`config.mk`:
```
export PLATFORM = sky130hd
export DESIGN_NAME = booth_seq_multiplier
export DESIGN_NICKNAME = d
export VERILOG_FILES = /design/src/rtl/booth_seq_multiplier.sv
export SDC_FILE = /design/constraint.sdc
export NUM_CORES = 1
export LEC_CHECK = 0
export BUFFER_PORTS_ARGS = -buffer_cell sky130_fd_sc_hd__buf_2
export CAP_MARGIN = 10
export CORE_ASPECT_RATIO = 1.1
export CORE_MARGIN = 5
export CORE_UTILIZATION = 50
export CTS_BUF_LIST = sky130_fd_sc_hd__clkbuf_16
export DETAILED_ROUTE_END_ITERATION = 10
export PLACE_DENSITY = 0.68
export SLEW_MARGIN = 40
export SYNTH_ARGS = -nofsm -noshare
export SYNTH_HDL_FRONTEND = slang
export SYNTH_SLANG_ARGS = --single-unit
```
`constraint.sdc`:
```
create_clock -name clk -period 12.3 [get_ports clk]
set_input_delay 3.69 -clock clk [delete_from_list [all_inputs] [get_ports clk]]
set_output_delay 3.69 -clock clk [all_outputs]
set_load 0.05 [all_outputs]
```
`src/rtl/booth_seq_multiplier.sv`:
```
// Iterative Booth multiplier with a start/busy/done handshake.
// Signed or unsigned operands are selected per operation. Both operands are extended by
// sign or zero before the Booth steps, so one signed datapath covers both modes.
// Build option BOOTH_RADIX4_EN: when defined, radix-4 (modified Booth) recoding is used and
// takes (WIDTH+2)/2 steps. When undefined, radix-2 recoding is used and takes WIDTH+1 steps.
module booth_seq_multiplier #(
  parameter int unsigned WIDTH = 32
) (
  input  logic                 clk,
  input  logic                 reset,
  input  logic                 start,
  input  logic                 signed_mode,
  input  logic [WIDTH-1:0]     multiplicand,
  input  logic [WIDTH-1:0]     multiplier,
  output logic                 busy,
  output logic                 done,
  output logic [2*WIDTH-1:0]   product
);

`ifdef BOOTH_RADIX4_EN
  localparam int unsigned EW   = WIDTH + 2;
  localparam int unsigned ITER = EW / 2;
`else
  localparam int unsigned EW   = WIDTH + 1;
  localparam int unsigned ITER = EW;
`endif
  // hi is one bit wider than the extended operand, so hi and lo together form a
  // 2*EW+1 bit accumulator. The adder gets one more bit of headroom for +/-2M.
  localparam int unsigned HW = EW + 1;
  localparam int unsigned SW = EW + 2;
  localparam int unsigned CW = $clog2(ITER + 1);

  typedef enum logic [1:0] {StIdle, StRun, StDone} state_t;

  state_t               state_q, state_d;
  logic [EW-1:0]        mcand_q, mcand_d;
  logic [HW-1:0]        hi_q, hi_d;
  logic [EW-1:0]        lo_q, lo_d;
  logic                 qm1_q, qm1_d;
  logic [CW-1:0]        count_q, count_d;
  logic [2*WIDTH-1:0]   product_q, product_d;

  logic [EW-1:0]        mcand_ext, mplier_ext;
  logic [SW-1:0]        hi_wide, m_wide, addend, sum;
  logic [HW-1:0]        step_hi;
  logic [EW-1:0]        step_lo;
  logic                 step_qm1;

  assign mcand_ext = {{(EW-WIDTH){signed_mode & multiplicand[WIDTH-1]}}, multiplicand};
  assign mplier_ext = {{(EW-WIDTH){signed_mode & multiplier[WIDTH-1]}}, multiplier};
  assign hi_wide   = {hi_q[HW-1], hi_q};
  assign m_wide    = {{2{mcand_q[EW-1]}}, mcand_q};

  // One Booth step: recode multiplier bits, add the selected multiple, arithmetic shift.
  always_comb begin
    addend = '0;
`ifdef BOOTH_RADIX4_EN
    case ({lo_q[1:0], qm1_q})
      3'b001, 3'b010: addend = m_wide;
      3'b011:         addend = m_wide << 1;
      3'b100:         addend = -(m_wide << 1);
      3'b101, 3'b110: addend = -m_wide;
      default:        addend = '0;
    endcase
    sum      = hi_wide + addend;
    step_hi  = {sum[SW-1], sum[SW-1:2]};
    step_lo  = {sum[1:0], lo_q[EW-1:2]};
    step_qm1 = lo_q[1];
`else
    case ({lo_q[0], qm1_q})
      2'b01:   addend = m_wide;
      2'b10:   addend = -m_wide;
      default: addend = '0;
    endcase
    sum      = hi_wide + addend;
    step_hi  = sum[SW-1:1];
    step_lo  = {sum[0], lo_q[EW-1:1]};
    step_qm1 = lo_q[0];
`endif
  end

  // Next-state logic for the FSM and datapath registers, plus the handshake outputs.
  always_comb begin
    state_d   = state_q;
    mcand_d   = mcand_q;
    hi_d      = hi_q;
    lo_d      = lo_q;
    qm1_d     = qm1_q;
    count_d   = count_q;
    product_d = product_q;
    busy      = 1'b0;
    done      = 1'b0;
    case (state_q)
      StIdle: begin
        if (start) begin
          mcand_d = mcand_ext;
          hi_d    = '0;
          lo_d    = mplier_ext;
          qm1_d   = 1'b0;
          count_d = '0;
          state_d = StRun;
        end
      end
      StRun: begin
        busy    = 1'b1;
        hi_d    = step_hi;
        lo_d    = step_lo;
        qm1_d   = step_qm1;
        count_d = count_q + 1'b1;
        if (count_q == CW'(ITER - 1)) begin
          // The product's low 2*WIDTH bits span all of lo plus the bottom of hi.
          product_d = {step_hi[2*WIDTH-EW-1:0], step_lo};
          state_d   = StDone;
        end
      end
      StDone: begin
        done = 1'b1;
        if (start) begin
          mcand_d = mcand_ext;
          hi_d    = '0;
          lo_d    = mplier_ext;
          qm1_d   = 1'b0;
          count_d = '0;
          state_d = StRun;
        end else begin
          state_d = StIdle;
        end
      end
      default: state_d = StIdle;
    endcase
  end

  // State registers with synchronous reset that also aborts any operation in flight.
  always_ff @(posedge clk) begin
    if (reset) begin
      state_q   <= StIdle;
      mcand_q   <= '0;
      hi_q      <= '0;
      lo_q      <= '0;
      qm1_q     <= 1'b0;
      count_q   <= '0;
      product_q <= '0;
    end else begin
      state_q   <= state_d;
      mcand_q   <= mcand_d;
      hi_q      <= hi_d;
      lo_q      <= lo_d;
      qm1_q     <= qm1_d;
      count_q   <= count_d;
      product_q <= product_d;
    end
  end

  assign product = product_q;

endmodule

```
; Word-level counts from Yosys, hierarchy flattened
; Index checks and enable logic that the tools add are counted.
[totals]
output_inout_bits = 66
in_bits = 68
reg_bits = 173
[classes]
n_reduce_logical = 7
mux = 15
n_bitwise = 2
add_sub_neg = 3
n_eq_ne = 8
[op_table]
columns = op, count
row1 = 35-bit case mux with 2 select lines, 1
row2 = 34-bit case mux with 2 select lines, 1
row3 = 33-bit case mux with 2 select lines, 1
row4 = 35-bit adder, 1
row5 = 35-bit negation, 1
row6 = 34-bit 2-to-1 mux, 1
row7 = 33-bit 2-to-1 mux, 1
row8 = 6-bit case mux with 2 select lines, 1
row9 = 2-bit AND reduction, 4
row10 = "6-bit by 1-bit adder with 6-bit output, second input constant", 1
row11 = "6-bit == test, second input constant", 1
row12 = 6-bit 2-to-1 mux, 1
row13 = 2-bit case mux with 3 select lines, 1
row14 = "2-bit by 1-bit == test with 1-bit output, second input constant", 2
row15 = "2-bit == test, second input constant", 2
row16 = 1-bit 2-to-1 mux, 4
row17 = 2-bit 2-to-1 mux, 2
row18 = "2-bit inequality test, second input constant", 2
row19 = 1-bit AND, 2
row20 = 2-bit logical NOT, 1
row21 = "2-bit by 1-bit inequality test with 1-bit output, second input constant", 1
row22 = 1-bit case mux with 2 select lines, 1
row23 = 2-bit nonzero test, 1
row24 = 2-bit OR reduction, 1

; Depth between registers and ports, before layout
; Gate-level depths: netlist of run 1.
[depth]
word_depth = 4
ltp_mapped = 21
ltp_nobuf = 21

; Least setup slack after synthesis of run 1
; OpenSTA, ideal clock, no wires.
[synth_path]
path_kind = reg2out
start = reg state_q[0]
end = out busy
path_buffers = 3
t_arrival_ps = 1720
stages_incl_launch_ff = 6
path_slack_ps = 6890
path_cell_list = dfxtp_1 clkbuf_1 nand2b_1 inv_1 clkbuf_1 clkbuf_1
[synth_between]
elab_chain_len = 2
[synth_rtl]
columns = item, line
row1 = from (decl), 35  ; state_t state_q, state_d;
row2 = from (signal assigned), 136  ; state_q <= StIdle;
row3 = from (signal assigned), 144  ; state_q <= state_d;
row4 = 2-bit by 1-bit == test with 1-bit output, 93  ; case (state_q)
row5 = 1-bit 2-to-1 mux, 93
row6 = to (decl), 15  ; output logic busy,
; Every way passes these cells.

; Worst setup path in the final report of run 1
; Ends and elaborated chain as after synthesis.

==> summary.md, run 1 <==
| Metric | Value |
|---|---|
| Post-Syn Area per Cell | `7.726 um2` |
| First-pass GRT wire length | `39390 um` |
| Worst Tran Pin Value | `801.7 ps` |
| Total clock sinks | `173` |
| Post-synthesis sequential area ratio | `37.89%` |
| R2R Path End | `hi_q[31]$_SDFFE_PP0P_` |
| Non-Filler Instances | `1521` |
| Grt ovf | `0` |
| Max-Cap Viols | `0` |
| Sequential cell area | `3467 um2` |
| CTS Buf Count | `17` |
| Post-Synthesis Cells | `1183` |
| R2R Setup Slk | `6870 ps` |
| Full die area | `21090 um2` |
| Area grow syn2layout | `14.58%` |
| Max clock buf depth | `2` |
| Drt wl/cell | `15.40 um` |
| Crit path DAT | `2350 ps` |
| Cell taking the most area after synthesis | `dfxtp_1` |
| Post-DRT Antenna Nets | `0` |
| Multi-input logic area | `5334 um2` |
| Worst-Skew Late Latency | `430 ps` |
| Hold path startpoint | `product[2]$_SDFFE_PP0P_` |
| Largest net degree at the start of global routing | `88` |
| CP endpoint kind | `output port` |
| Delay of the slowest cell on the worst path | `740 ps` |
| Max-slew violation count | `0` |
| Top FF cell, synth | `dfxtp_1` |
| Setup Buffers After CTS | `0` |
| Power per cell area | `124.5 nW/um2` |
| Root Driver | `clkbuf_16` |
| Number of global-route vias before repair | `7992` |
| IO Pins | `134` |
| Leakage power | `4.437 nW` |
| Fmax | `0.1657 GHz` |
| Initial antenna violation count | `0` |
| Nets | `1378` |
| Tcrit/Tclk final | `49.08%` |
| Largest cells by area after synthesis | `dfxtp_1 38%, nand2_1 10%, a21oi_1 8.6%, ha_1 5.3%, nor2_1 4.6%` |
| Crit Path Max Fanout | `36` |
| Synth async-reset ratio | `0%` |
| Die W | `138.9 um` |
| Number of port buffers | `133` |
| Area share of the largest cell type after synthesis | `37.89%` |
| # setup viols final | `0` |
| Rel. slew slack | `46.50%` |
| R2R cell count | `20` |
| Most frequent cells in the layout | `242 x nand2_1, 172 x dfxtp_1, 157 x a21oi_1, 132 x buf_2, 110 x nor2_1` |
| Final min period | `6037 ps` |
| Iter 0 DRT Violations | `498` |
| CTS resizes | `0` |
| Die height | `151.8 um` |
| Final hold violations | `0` |
| EDFF count, synth | `0` |
| Commonest non-fill, non-tap cell in the layout | `nand2_1` |
| Layout cells sized above 1 | `15.20%` |
| Worst Hold End | `product[2]$_SDFFE_PP0P_` |
| Critical path class | `register to output port` |
| Yosys cell types | `66` |
| DRC viols | `0` |
| Vias | `8542` |
| Critical Path Start Type | `register` |
| Reg2reg start | `mcand_q[0]$_SDFFE_PP0P_` |
| VDD IR max | `0.0001105 V` |
| Routed vias/inst | `5.616` |
| WP data required | `8610 ps` |
| Core region area | `17870 um2` |
| RSZ-0062 raised after global routing | `false` |
| Setup_tns | `0 ps` |
| Clock slew at reported path FFs | `70 ps` |
| Flops & latches, synth | `173` |
| CTS hold repair buffers | `0` |
| Final Skew | `9.672 ps` |
| First-pass iteration count of the detailed router | `5` |
| Min-Delay Path Depth | `2` |
| CTS tree | `built` |
| Mapped Area | `9140 um2` |
| Initial Utilization | `51.16%` |
| HPWL after DPL | `16530 um` |
| RePlAce Congestion | `0.8905` |
| Gr usage total | `21.90%` |
| Type of the worst min-delay path | `register to register` |
| Num rows | `51` |
| Slowest stage cell on the critical path | `dfxtp_4` |
| Run status | `finished, final reports clean` |
| Synth warn | `0` |
| CP cell instances | `nand2b_1 > inv_1 > buf_4 > buf_2` |
| Filler cells | `1715` |
| DP Area | `9921 um2` |
| Routed wire length | `23420 um` |
| H-tree lvl count | `4` |
| Post-synthesis net count | `1291` |
| N_diodes | `0` |
| Placed insts | `1489` |
| Final Cell Area | `10470 um2` |
## critical path: cells and delay by family, from the launching register on
family	cells	cell delay, ps
flops	1	740
buf+inv	3	730
simple gates	1	440
## state kept, by name (all words and copies together), names as in the netlist
signal and cells:
lo_q 33, count_q 6, state_q 2, mcand_q 33, product 64, qm1_q 1
hi_q 34
## routing by layer
| layer | global-route usage [%] | wire length, um | up-vias |
|---|---|---|---|
| met4 | 6.524 | 329 | 0 |
| met3 | 5.367 | 1509 | 23 |
| li1 | - | - | 4347 |
| met2 | 33.79 | 10310 | 235 |
| met1 | 30.48 | 11280 | 3937 |
| met5 | 0 | 0 | - |
## cell type report
cell class	instances	share of cell area (%)
clock buffers	17	4.062
clock inverters	15	1.207
inverters	18	0.6452
multi-input cells	916	50.93
flip-flops and latches	173	33.11
well taps	238	2.844
repair buffers	144	7.204
## where the power goes
group	switching, mW	internal [mW]
Sequential	0.0271	0.583
Clock	0.243	0.265
Combinational	0.115	0.0701
Total	0.385	0.918
## synthesized netlist by cell type (10+ instances only)
master    count
nand2_1     243
dfxtp_1     173
a21oi_1     157
nor2_1      112
clkbuf_1     63
a211oi_1     41
ha_1         39
mux2i_1      37
o21ai_0      34
nor3_1       25
nand3_1      21
a22oi_1      18
inv_1        18
xor2_1       14
xnor2_1      12
a21o_1       11
a22o_1       11
nand2b_1     11
nand4_1      11
buf_1        10
## metrics by stage
stage                     power (mW)  utilization, %  setup WS [ps]  hold slack [ps]
final                          1.304           58.61           6263            450.0
after floorplan               0.7551               -           6890            429.7
after global routing           1.367           58.61           6105            467.9
after global placement        0.8036           55.45           6365            437.4
after detailed placement      0.8061           55.53           6705            443.2
after CTS                      1.315           58.61           6246            452.6
## worst max-delay path by stage
stage	start	to	slack, ps	cells after the start
6_report	state_q[0]$_SDFFE_PP0P_	busy	6260	4
3_3_place_gp	state_q[0]$_SDFFE_PP0P_	busy	6360	4
5_1_grt	state_q[0]$_SDFFE_PP0P_	busy	6110	4
2_1_floorplan	state_q[0]$_SDFFE_PP0P_	busy	6890	5
3_5_place_dp	reset	hi_q[19]$_SDFFE_PP0P_	6710	5
4_1_cts	state_q[0]$_SDFFE_PP0P_	busy	6250	4
## logic make-up after synthesis
family	synth area share (%)
xor+xnor	2.491
simple gates	23.53
compound gates	22.51
mux	4.052
flops	37.89
fa+ha+maj	5.558
buf+inv	3.970
(Power assumes the default switching activity.)
==> run 2, diff against run 1 <==
==> constraint.sdc (replaced) <==
create_clock -name clk -period 6.05 [get_ports clk]
set_input_delay 1.815 -clock clk [delete_from_list [all_inputs] [get_ports clk]]
set_output_delay 1.815 -clock clk [all_outputs]
set_load 0.05 [all_outputs]
==> run 2 against run 1 <==
Global-route usage grew 0.081 points. Cell count grew 0.26%. Cell area grew 0.86%. Core utilization grew 0.50 points. Clock-buffer cell count is the same. Critical path depth grew 16. Highest routed layer unchanged. Non-clock buffer count grew 4.
==> summary.md, run 2 (same netlist as run 1, synthesis figures left out) <==
| Metric | Value |
|---|---|
| Filler cells | `1708` |
| Largest net degree at the start of global routing | `102` |
| CTS Buf Count | `17` |
| Iter 0 DRT Violations | `463` |
| Gr usage total | `21.98%` |
| Area grow syn2layout | `15.56%` |
| Crit Path Max Fanout | `5` |
| CTS tree | `built` |
| Worst-Skew Late Latency | `430 ps` |
| Commonest non-fill, non-tap cell in the layout | `nand2_1` |
| Die W | `138.9 um` |
| Die height | `151.8 um` |
| Initial antenna violation count | `0` |
| Final Skew | `10.67 ps` |
| Full die area | `21090 um2` |
| Setup Buffers After CTS | `0` |
| Most frequent cells in the layout | `242 x nand2_1, 172 x dfxtp_1, 157 x a21oi_1, 132 x buf_2, 111 x nor2_1` |
| Post-DRT Antenna Nets | `0` |
| Final min period | `5058 ps` |
| Routed wire length | `23800 um` |
| Fmax | `0.1977 GHz` |
| Leakage power | `4.498 nW` |
| First-pass GRT wire length | `39340 um` |
| Max clock buf depth | `2` |
| N_diodes | `0` |
| Root Driver | `clkbuf_16` |
| Max-slew violation count | `0` |
| Num rows | `51` |
| Layout cells sized above 1 | `15.54%` |
| Sequential cell area | `3465 um2` |
| # setup viols final | `0` |
| HPWL after DPL | `16550 um` |
| Core region area | `17870 um2` |
| Crit path DAT | `5380 ps` |
| IO Pins | `134` |
| Run status | `finished, final reports clean` |
| Overall power | `2.778 mW` |
| Setup_tns | `0 ps` |
| RePlAce Congestion | `0.8996` |
| Critical path class | `register to register` |
| Rel. slew slack | `48.28%` |
| Type of the worst min-delay path | `register to register` |
| Power per cell area | `263.0 nW/um2` |
| Max-Cap Viols | `0` |
| Final Cell Area | `10560 um2` |
| First-pass iteration count of the detailed router | `5` |
| Critical Path Start Type | `register` |
| Vias | `8552` |
| Grt ovf | `0` |
| DRC viols | `0` |
| Number of port buffers | `133` |
| Number of global-route vias before repair | `7920` |
| Fin worst setup slack | `992.1 ps` |
| Tcrit/Tclk final | `83.60%` |
| Clock slew at reported path FFs | `80 ps` |
| CP endpoint kind | `register` |
| Drt wl/cell | `15.61 um` |
| DP Area | `9941 um2` |
| Final hold violations | `0` |
| Multi-input logic area | `5326 um2` |
| Pre-CTS WS | `1056 ps` |
| VDD IR max | `0.0002061 V` |
| Initial Utilization | `51.16%` |
| Post-route core utilization | `59.12%` |
| Total clock sinks | `173` |
| RSZ-0062 raised after global routing | `false` |
| CTS resizes | `0` |
| WP data required | `6370 ps` |
| Nets | `1382` |
| Worst Tran Pin Value | `775.8 ps` |
| CTS hold repair buffers | `0` |
| R2R Setup Slk | `990 ps` |
| H-tree lvl count | `4` |
| Routed vias/inst | `5.608` |
| Max reg flops | `64` |
-- run 2: cell count changes in the layout (fill, tap and decap cells not counted), moves of 2 or more --
cell	delta
clkinv_8	+2
clkinvlp_4	-3
buf_4	+4
clkinv_1	-2
bufinv_16	+2
-- run 2: routing by layer --
layer / wire [um] / global-route usage [%] / vias to the layer above
met5: 0 / 0 / -
li1: - / - / 4363
met3: 1470 / 5.869 / 20
met4: 278 / 6.058 / 0
met1: 11500 / 30.46 / 3958
met2: 10560 / 33.95 / 211
-- run 2: path summary, 6_finish.rpt --
path / end / start / cells after the start
setup / recovery: hi_q[31]$_SDFFE_PP0P_ / mcand_q[0]$_SDFFE_PP0P_ / 20
hold / removal: product[25]$_SDFFE_PP0P_ / product[25]$_SDFFE_PP0P_ / 2
setup reg to reg: hi_q[31]$_SDFFE_PP0P_ / mcand_q[0]$_SDFFE_PP0P_ / 20
hold reg to reg: product[25]$_SDFFE_PP0P_ / product[25]$_SDFFE_PP0P_ / 2
-- run 2: power by group --
part / switching (mW) / leakage (nW) / total (mW) / internal (mW)
logic: 0.245 / 2.79 / 0.391 / 0.146
clock network: 0.524 / 0.304 / 1.16 / 0.634
registers: 0.0445 / 1.41 / 1.23 / 1.19
-- run 2: critical path: stages (launching register included) --
cell and delay [ps]:
dfxtp_1 330, inv_1 80, ha_1 190, or3b_1 400
nand2b_1 210, or3_1 360, nor3_1 200, nand2_1 100
nor3_1 330, nand2_1 100, a311oi_1 310, ha_1 330
nand2_1 80, o21ai_0 100, or4b_1 520, o22a_1 290
a211o_1 370, a2111oi_2 300, o31ai_1 130, xnor2_1 140
o21ai_1 70
-- run 2: stage by stage --
step           hold WS [ps]  cells
6_report              451.8   1525
5_1_grt               469.3   1525
2_1_floorplan         429.7   1183
3_3_place_gp          438.6   1493
4_1_cts               454.2   1525
3_5_place_dp          443.9   1493
-- run 2: area by class of cell --
class / count / share of cell area [%]
multi-input cells: 916 / 50.43
repair buffers: 148 / 7.427
well taps: 238 / 2.819
clock inverters: 15 / 1.860
inverters: 18 / 0.6397
flip-flops and latches: 173 / 32.80
clock buffers: 17 / 4.027
==> run 3, diff against run 2 <==
--- a/config.mk
+++ b/config.mk
@@ -12,7 +12,7 @@
 export CORE_UTILIZATION = 50
 export CTS_BUF_LIST = sky130_fd_sc_hd__clkbuf_16
 export DETAILED_ROUTE_END_ITERATION = 10
-export PLACE_DENSITY = 0.68
+export PLACE_DENSITY = 0.71
 export SLEW_MARGIN = 40
 export SYNTH_ARGS = -nofsm -noshare
 export SYNTH_HDL_FRONTEND = slang
==> constraint.sdc (replaced) <==
create_clock -name clk -period 4.6 [get_ports clk]
set_input_delay 1.38 -clock clk [delete_from_list [all_inputs] [get_ports clk]]
set_output_delay 1.38 -clock clk [all_outputs]
set_load 0.05 [all_outputs]
==> run 3 against run 2 <==
Routed wire length rose by 3.1%. Non-clock buffer count up 37. Register-to-register slack got worse by 870 ps. Maximum frequency grew 13%. Highest routed layer is now met5.
==> summary.md, run 3 (same netlist as run 1, synthesis figures left out) <==
| Metric | Value |
|---|---|
| Fin worst setup slack | `121.3 ps` |
| Nets | `1419` |
| Rel. slew slack | `45.39%` |
| Post-route core utilization | `61.34%` |
| Setup_tns | `0 ps` |
| Core region area | `17870 um2` |
| DP Area | `10190 um2` |
| Number of global-route vias before repair | `8123` |
| Full die area | `21090 um2` |
| Pre-CTS WS | `-130.8 ps` |
| RePlAce Congestion | `0.8944` |
| Grt ovf | `0` |
| DRC viols | `0` |
| Routed vias/inst | `5.638` |
| Critical path class | `register to register` |
| Routed wire length | `24540 um` |
| Max clock buf depth | `2` |
| Drt wl/cell | `15.71 um` |
| Root Driver | `clkbuf_16` |
| CP endpoint kind | `register` |
| Final hold violations | `0` |
| Num rows | `51` |
| Max-slew violation count | `0` |
| Slowest stage cell on the critical path | `or4b_1` |
| Leakage power | `4.674 nW` |
| VDD IR max | `0.0002671 V` |
| Tcrit/Tclk final | `97.36%` |
| Max-Cap Viols | `0` |
| Final Cell Area | `10960 um2` |
| Run status | `finished, final reports clean` |
| Initial Utilization | `51.16%` |
| Final Skew | `8.424 ps` |
| IO Pins | `134` |
| WP data required | `4910 ps` |
| H-tree lvl count | `4` |
| Post-DRT Antenna Nets | `0` |
| Area grow syn2layout | `19.90%` |
| Filler cells | `1653` |
| First-pass iteration count of the detailed router | `5` |
| Crit Path Max Fanout | `4` |
| Type of the worst min-delay path | `register to register` |
| CTS Buf Count | `17` |
| Layout cells sized above 1 | `20.09%` |
| Iter 0 DRT Violations | `562` |
| CP cell instances | `inv_2 > ha_4 > or3b_4 > nand2b_4 > or3_4 > nor3_4 > nand2_2 > nor3_4 > nand2_1 > a311oi_2 > ha_2 > nand2_2 > o21ai_2 > or4b_1 > o22a_1 > a211o_1 > a2111oi_2 > o31ai_1 > xnor2_1 > o21ai_1` |
| First-pass GRT wire length | `40240 um` |
| Worst-Skew Late Latency | `430 ps` |
| Max reg flops | `64` |
| Worst Tran Pin Value | `819.1 ps` |
| Largest net degree at the start of global routing | `80` |
| CTS tree | `built` |
| Power per cell area | `330.7 nW/um2` |
| N_diodes | `0` |
| Most frequent cells in the layout | `238 x nand2_1, 169 x dfxtp_1, 154 x a21oi_1, 132 x buf_2, 108 x nor2_1` |
| Clock slew at reported path FFs | `70 ps` |
| Multi-input logic area | `5470 um2` |
| # setup viols final | `0` |
| Vias | `8807` |
| Fmax | `0.2233 GHz` |
| Sequential cell area | `3468 um2` |
| Total clock sinks | `173` |
| Die W | `138.9 um` |
| Initial antenna violation count | `1` |
| Critical Path Start Type | `register` |
| Final min period | `4479 ps` |
| Delay of the slowest cell on the worst path | `500 ps` |
| Hold WS | `451.1 ps` |
| Die height | `151.8 um` |
| Commonest non-fill, non-tap cell in the layout | `nand2_1` |
| RSZ-0062 raised after global routing | `true` |
| Crit path DAT | `4790 ps` |
| Number of port buffers | `133` |
| HPWL after DPL | `17130 um` |
| Gr usage total | `22.36%` |
-- run 3: changes by cell type in the layout (fill, tap and decap cells not counted), sizes merged --
cell	previous run	this run
bufinv	2	1
buf	148	185
clkinv	4	5
-- run 3: worst paths after layout --
check	from	end	slack (ps)	cells after the start
setup / recovery	mcand_q[0]$_SDFFE_PP0P_	hi_q[31]$_SDFFE_PP0P_	120	20
hold / removal	product[49]$_SDFFE_PP0P_	product[49]$_SDFFE_PP0P_	450	2
setup reg to reg	mcand_q[0]$_SDFFE_PP0P_	hi_q[31]$_SDFFE_PP0P_	120	20
hold reg to reg	product[49]$_SDFFE_PP0P_	product[49]$_SDFFE_PP0P_	450	2
-- run 3: power by group --
group	switching, mW	internal (mW)	leakage (nW)
clock network	0.661	0.766	0.285
registers	0.0587	1.56	1.41
logic	0.345	0.233	2.98
total	1.07	2.56	4.67
-- run 3: layout make-up --
class / count / area share (%)
clock buffers: 17 / 3.882
clock inverters: 15 / 1.381
inverters: 18 / 0.6165
multi-input cells: 916 / 49.91
flip-flops and latches: 173 / 31.65
well taps: 238 / 2.717
repair buffers: 185 / 9.841
-- run 3: per-layer routing --
metal | GRT usage [%] | share of wire [%] | vias to the layer above
met5 | 0 | 0.053 | -
met4 | 6.710 | 1.7 | 2
met3 | 5.493 | 7.4 | 44
li1 | - | - | 4430
met1 | 30.56 | 46 | 4044
met2 | 35.11 | 45 | 287
-- run 3: timing repair --
item | in CTS | in global routing
hold buffers | 0 | 0
gates resized for setup | 6 | 32
pin swaps | 2 | 12
buffers inserted | 1 | 5
endpoints found under the setup margin | 6 | 13
-- run 3: worst max-delay path, delay by kind of cell (launching register included) --
family | cells | cell delay [ps]
fa+ha+maj | 2 | 460
xor+xnor | 1 | 150
flops | 1 | 330
buf+inv | 1 | 70
simple gates | 9 | 1910
compound gates | 7 | 1440
-- run 3: through the flow --
stage | std cells | power, mW
after floorplan | 1183 | 2.019
after global placement | 1523 | 2.180
after detailed placement | 1524 | 2.190
after CTS | 1557 | 3.620
after global routing | 1562 | 3.793
final | 1562 | 3.624
